--- config.mk ---
export PLATFORM = sky130hd
export DESIGN_NAME = svc_rv_mem_arb
export DESIGN_NICKNAME = d
export VERILOG_FILES = /design/src/rtl/svc_rv_pkg.sv /design/src/rtl/svc_rv_mem_arb.sv
export SDC_FILE = /design/constraint.sdc
export NUM_CORES = 1
export LEC_CHECK = 0
export ABC_CLOCK_PERIOD_IN_PS = 2380
export CORE_MARGIN = 10
export CORE_UTILIZATION = 22
export DETAILED_ROUTE_END_ITERATION = 10
export PLACE_DENSITY = 0.88
export SLEW_MARGIN = 40
export SYNTH_ARGS = -nofsm -noshare
export SYNTH_HDL_FRONTEND = slang
export SYNTH_SLANG_ARGS = --single-unit
--- constraint.sdc ---
create_clock -name clk -period 2.38 [get_ports clk]
set_clock_uncertainty 0.1 [all_clocks]
set_input_delay 0.357 -clock clk [delete_from_list [all_inputs] [get_ports clk]]
set_output_delay 0.357 -clock clk [all_outputs]
set_load 0.05 [all_outputs]
--- src/rtl/svc_rv_pkg.sv ---
// Shared svc_rv definitions: memory word size and arbiter grant encoding.
package svc_rv_pkg;

  localparam int XLEN = 32;

  typedef enum logic [1:0] {
    GNT_NONE = 2'd0,
    GNT_I    = 2'd1,
    GNT_D    = 2'd2
  } gnt_sel_e;

endpackage

--- src/rtl/svc_rv_mem_arb.sv ---
// Two-port (ifetch/data) arbiter onto one single-port 1-cycle-latency memory.
// Data side wins contention until its streak hits MAX_STREAK, then ifetch gets one.
module svc_rv_mem_arb
  import svc_rv_pkg::*;
#(
  parameter int AW         = 10,
  parameter int MAX_STREAK = 4
) (
  input  logic            clk,
  input  logic            rst_n,
  input  logic            i_req_valid,
  output logic            i_req_ready,
  input  logic [AW-1:0]   i_req_addr,
  output logic            i_resp_valid,
  output logic [XLEN-1:0] i_resp_data,
  input  logic            d_req_valid,
  output logic            d_req_ready,
  input  logic            d_req_we,
  input  logic [AW-1:0]   d_req_addr,
  input  logic [XLEN-1:0] d_req_wdata,
  input  logic [3:0]      d_req_wstrb,
  output logic            d_resp_valid,
  output logic [XLEN-1:0] d_resp_data,
  output logic            mem_ren,
  output logic            mem_we,
  output logic [AW-1:0]   mem_addr,
  output logic [XLEN-1:0] mem_wdata,
  output logic [3:0]      mem_wstrb,
  input  logic [XLEN-1:0] mem_rdata
);

  localparam int SW = $clog2(MAX_STREAK + 1);
  localparam logic [SW-1:0] STREAK_MAX = SW'(MAX_STREAK);

  gnt_sel_e      gnt;
  logic [SW-1:0] streak_q, streak_d;
  logic          i_pend_q, i_pend_d;
  logic          d_pend_q, d_pend_d;

  always_comb begin
    gnt = GNT_NONE;
    if (d_req_valid && (!i_req_valid || streak_q < STREAK_MAX)) gnt = GNT_D;
    else if (i_req_valid)                                      gnt = GNT_I;
  end

  assign i_req_ready = (gnt == GNT_I);
  assign d_req_ready = (gnt == GNT_D);

  always_comb begin
    mem_ren   = 1'b0;
    mem_we    = 1'b0;
    mem_addr  = i_req_addr;
    mem_wdata = d_req_wdata;
    mem_wstrb = 4'h0;
    case (gnt)
      GNT_I: mem_ren = 1'b1;
      GNT_D: begin
        mem_addr = d_req_addr;
        if (d_req_we) begin
          mem_we    = 1'b1;
          mem_wstrb = d_req_wstrb;
        end else begin
          mem_ren = 1'b1;
        end
      end
      default: ;
    endcase
  end

  // Streak only counts while ifetch is actually waiting; saturation is implicit
  // because a contested d grant is impossible once streak reaches the limit.
  always_comb begin
    streak_d = streak_q;
    if (!i_req_valid || gnt == GNT_I) streak_d = '0;
    else if (gnt == GNT_D)            streak_d = streak_q + SW'(1);
  end

  // One-deep response tag: the memory answers every read exactly one cycle later.
  always_comb begin
    i_pend_d = (gnt == GNT_I);
    d_pend_d = (gnt == GNT_D) && !d_req_we;
  end

  always_ff @(posedge clk or negedge rst_n) begin
    if (!rst_n) begin
      streak_q <= '0;
      i_pend_q <= 1'b0;
      d_pend_q <= 1'b0;
    end else begin
      streak_q <= streak_d;
      i_pend_q <= i_pend_d;
      d_pend_q <= d_pend_d;
    end
  end

  assign i_resp_valid = i_pend_q;
  assign d_resp_valid = d_pend_q;
  assign i_resp_data  = mem_rdata;
  assign d_resp_data  = mem_rdata;

endmodule

[After elaboration in Yosys (flattened, before gate mapping)]
Cells that the tools add are included.
Storage, ports and cells
  register bits: 5
  output and inout port bits: 116
Operators by class
  add/sub/neg operators: 1
  order comparisons: 1
  equality and inequality tests: 2
  mux-type cells: 11
  reductions and logical operators: 7
Operator list (number)
  2-to-1 mux 10 bit: 1
  2-to-1 mux 4 bit: 2
  2-to-1 mux 3 bit: 2
  2-to-1 mux 1 bit: 4
  adder 3 x 1 -> 3 bit, second input constant: 1
  < comparator 3 bit, second input constant: 1
  == test 2 x 1 -> 1 bit, second input constant: 1
  == test 2 bit, second input constant: 1
  logical AND 1 bit: 2
  logical NOT 1 bit: 2
  logical OR 1 bit: 2
  2-to-1 mux 2 bit: 1
  one-hot mux 1 bit (2 select lines): 1
  nonzero test 2 bit: 1

[Logic depth before layout (Yosys ltp)]
  depth after elaboration: 7
  gate-level depth with buffers: 3
  gate-level depth less buffers: 2

[Least setup slack after synthesis]
Ideal clock, no wire load.
  kind: reg2out
  start: reg streak_q[2]
  end: out mem_wstrb[2]
  arrival time: 1361 ps
  required time: 1923 ps
  slack: 562 ps
  stages on the path, launching flop included: 4
  buffers on the path: 1
  cells stage by stage: dfrtp_1 a21boi_4 buf_8 and3_1
On the way
  longest elaborated chain between the ends: 6
Ends and longest elaborated chain
  start: declaration: line svc_rv_mem_arb.sv:36  | logic [SW-1:0] streak_q, streak_d;
  start signal: assignment: line svc_rv_mem_arb.sv:90  | streak_q <= streak_d;
  < comparator 3 bit: line svc_rv_mem_arb.sv:42  | if (d_req_valid && (!i_req_valid || streak_q < STREAK_MAX)) gnt = GNT_D;
  logical OR 1 bit: line svc_rv_mem_arb.sv:42
  logical AND 1 bit: line svc_rv_mem_arb.sv:42
  2-to-1 mux 2 bit: line svc_rv_mem_arb.sv:42
  == test 2 bit
  via d_req_ready: line svc_rv_mem_arb.sv:17  | output logic d_req_ready,
  2-to-1 mux 4 bit: line svc_rv_mem_arb.sv:55  | case (gnt)
  end: declaration: line svc_rv_mem_arb.sv:28  | output logic [3:0] mem_wstrb,
The timed path passes the listed nets, and every way through them passes these cells.

[Worst setup path after layout]
  start: in i_req_valid
  end: out mem_addr[2]
On the way
  longest elaborated chain between the ends: 6
  elaborated cells on any way between the ends: 7
  those cells by class: eq/ne: 1; mux: 3; reduce/logical: 3
Ends and longest elaborated chain
  start: declaration: line svc_rv_mem_arb.sv:11  | input logic i_req_valid,
  logical NOT 1 bit: line svc_rv_mem_arb.sv:42
  logical OR 1 bit: line svc_rv_mem_arb.sv:42
  logical AND 1 bit: line svc_rv_mem_arb.sv:42
  2-to-1 mux 2 bit (*): line svc_rv_mem_arb.sv:42
  == test 2 bit (*): line svc_rv_mem_arb.sv:55
  2-to-1 mux 10 bit (*): line svc_rv_mem_arb.sv:55
  end: declaration: line svc_rv_mem_arb.sv:26  | output logic [AW-1:0] mem_addr,
Mark *: on every way between the ends. The rest lies on a longest branch, timed or not.

==> metrics.txt <==
number of instances in the synthesized netlist 128; layout cell share with drive strength beyond 1 0.5000; wire length of the first global-routing pass 3.795 mm; per-cell via count in the routed design 3.497; share of synthesized area occupied by flip-flops and latches 0.1119; starting DRC count in detailed routing 22; ant diodes 0; Slowest Stage Delay on Critical Path 510 ps; multi-input gate area in the final layout 250.2 sq um; internal power 0.0003181 W; number of maximum-capacitance violations 0; Placed Cells incl. Taps 149; minimum clock period after layout 2285 ps; maximum clock path buffer count 2; number of pins with negative max-slew slack in the final report 0; number of buffer cells added on primary ports 48; CTS root buffer clkbuf_8; number of design rule violations left after detail routing 0; count of cells along the worst register-to-register path 3; largest family of logic cells by synthesized area buffers and inverters; measured slew at the worst slew-check pin 523.4 ps; total global routing overflow 0; critical path startpoint category input port; path category of the worst min-delay check input port to async pin; number of nets in the synthesized netlist 222; number of synthesized register bits 5; Resized Gates After CTS 0; pre-CTS setup slack 54.24 ps; VDD IR-drop max 0.1582 mV; maximum number of pins on one net before global-route repair 11; Worst Setup SP i_req_valid; reg-to-reg slack, setup 1190 ps; FP Rows 25; worst setup path endpoint mem_addr[2]; Crit. End Element output port; reg2reg start streak_q[2]; share of synthesized area spent on multiplexers 0.1107; Synth Cell Area 1119 sq um; xor/xnor cell area share of the yosys netlist 0; clock net sink count 5; initial antenna violation count 0; areal power density over the cells 439.4 nW/um^2; fraction of the mapped netlist area in adder cells 0.01119; antenna-violating nets left 0; number of I/O pins 209; share of synthesized cell area in and, or, nand and nor gates 0.07606; leakage power summed over all cells 0.4699 nW; final critical-path share of the clock period 0.9603; global router's overall resource usage 0.05911; proportion of power drawn by combinational gates 0.484; setup ws final 94.55 ps; number of clock buffers inserted by TritonCTS 3; TritonRoute pass-1 iters 2; post-synthesis compound-gate area fraction 0.02573; cell at the slowest stage of the critical path clkdlybuf4s50_1; Post-Route Hold Slack 258.4 ps; slew margin rel. 0.6500; sequential standard cell area 125.1 sq um; total power 0.0004755 W; part of the total power dissipated in sequential elements 0.189; clock group share of total power 0.327; net switching fraction of the power 0.3311; Synth Warn # 0; setup repair after global routing missed its margin no; clk slew on worst S/H paths 40 ps; fillers 539; clock network latency to the later pin of the worst-skew pair 220 ps; maximum fanout encountered on the critical timing path 10; Core Region 4817 sq um; number of H-tree levels 1; average footprint of a synthesized cell 8.739 sq um; final wirelength 2.691 mm; destination of the worst register-to-register timing path d_resp_valid; type of the worst setup path input port to output port; count of buffers added by post-CTS timing repair for setup 0; vias in the first global route 672; signal arrival time at the worst endpoint 1830 ps; maximum operating frequency 0.4376 GHz; total of hold buffers inserted after clock tree synthesis 0; required arrival time at the worst endpoint 1920 ps; horizontal extent of the die 91.31 um; result of the run complete, no violations; count of final setup violators 0; Die Y-Extent 91.31 um; distinct cell type count of the synthesized netlist 16; detail-routed net length per standard cell 17.59 um; CTS tree done; starting density of the core 0.2322; Final Hold Fails 0; final-stage net count 181; via count of the routed design 535; synth-to-layout area growth -3.244%; last weighted congestion value of the routability-driven placer 0.6016; post-route setup TNS 0 ps; die area 8337 sq um; switching power summed over all nets 0.0001574 W; filler-free cell count of the finished design 153; sequence of cells on the critical path clkdlybuf4s50_1 > a21boi_4 > buf_4 > mux2_4 > buf_12
cell usage after synthesis:
library cell	n	area share
and4_2	2	0.018
and3_2	3	0.020
mux2_4	3	0.040
and2_1	1	0.0056
buf_8	1	0.013
nor3b_1	1	0.0067
mux2_2	7	0.070
and3_1	1	0.0056
ha_1	1	0.011
inv_1	2	0.0067
and2_2	2	0.013
a22o_2	1	0.0089
buf_4	96	0.64
a21boi_4	1	0.017
or2b_1	1	0.0067
dfrtp_1	5	0.11
state kept, by name, summed over array words and instances, names as in the netlist:
signal,count
streak_q,3
d_resp_valid,1
i_resp_valid,1
metrics by stage:
step,area [sq um],utilization
final,1082,0.2247
after global placement,1037,0.2153
after detailed placement,1037,0.2153
after floorplan,1119,-
after global routing,1082,0.2247
after CTS,1082,0.2247
layout by cell type (no fill, tap or decap), types with 2 or more instances in the layout:
cell	instances
and4_2	2
clkbuf_8	3
and2_2	2
buf_4	12
and3_2	3
mux2_4	3
buf_12	9
clkdlybuf4s50_1	30
mux2_2	7
inv_1	2
dfrtp_1	5
routing by layer:
| layer | track usage | wire (um) | vias up |
|---|---|---|---|
| li1 | - | - | 226 |
| met1 | 0.04006 | 660 | 210 |
| met2 | 0.09248 | 1301 | 57 |
| met3 | 0.03786 | 460 | 42 |
| met4 | 0.08616 | 269 | 0 |
| met5 | 0 | 0 | - |
critical path: cells and delay by family:
family,cells,cell delay [ps]
AO/OA/AOI/OAI,1,250
multiplexers,1,330
buffers and inverters,3,890
worst min-delay path by stage:
stage	slack [ps]	cells after the start	to	startpoint
finish	260	1	d_resp_valid	rst_n
global placement	340	1	streak_q[0]	streak_q[0]
floorplan	-40	0	d_resp_valid	rst_n
global route	270	1	streak_q[1]	rst_n
detailed placement	330	1	streak_q[0]	streak_q[0]
CTS	260	1	d_resp_valid	rst_n
power by group through the flow:
stage | Clock (W) | Combinational (W) | Sequential [W]
2_1_floorplan | 0 | 0.000544 | 0.0000973
3_3_place_gp | 0 | 0.000231 | 0.0000912
3_5_place_dp | 0 | 0.000233 | 0.0000911
4_1_cts | 0.000158 | 0.000234 | 0.0000901
5_1_grt | 0.000167 | 0.000241 | 0.0000904
6_report | 0.000155 | 0.000230 | 0.0000900
logic make-up (layout without fill, tap and decap cells):
logic type / Yosys count / after routing
buffers and inverters: 99 / 57
AND/OR/NAND/NOR: 11 / 11
multiplexers: 10 / 10
flip-flops: 5 / 5
AO/OA/AOI/OAI: 2 / 2
adder cells (fa/ha/maj): 1 / 1
cell type report:
| cell class | count | share of cell area |
|---|---|---|
| Timing Repair Buffer | 51 | 0.5272 |
| Multi-Input combinational cell | 24 | 0.2312 |
| Sequential cell | 5 | 0.1156 |
| Tap cell | 67 | 0.07746 |
| Clock buffer | 4 | 0.04162 |
| Inverter | 2 | 0.006936 |
Note: power is estimated with default switching activity, not from simulation.
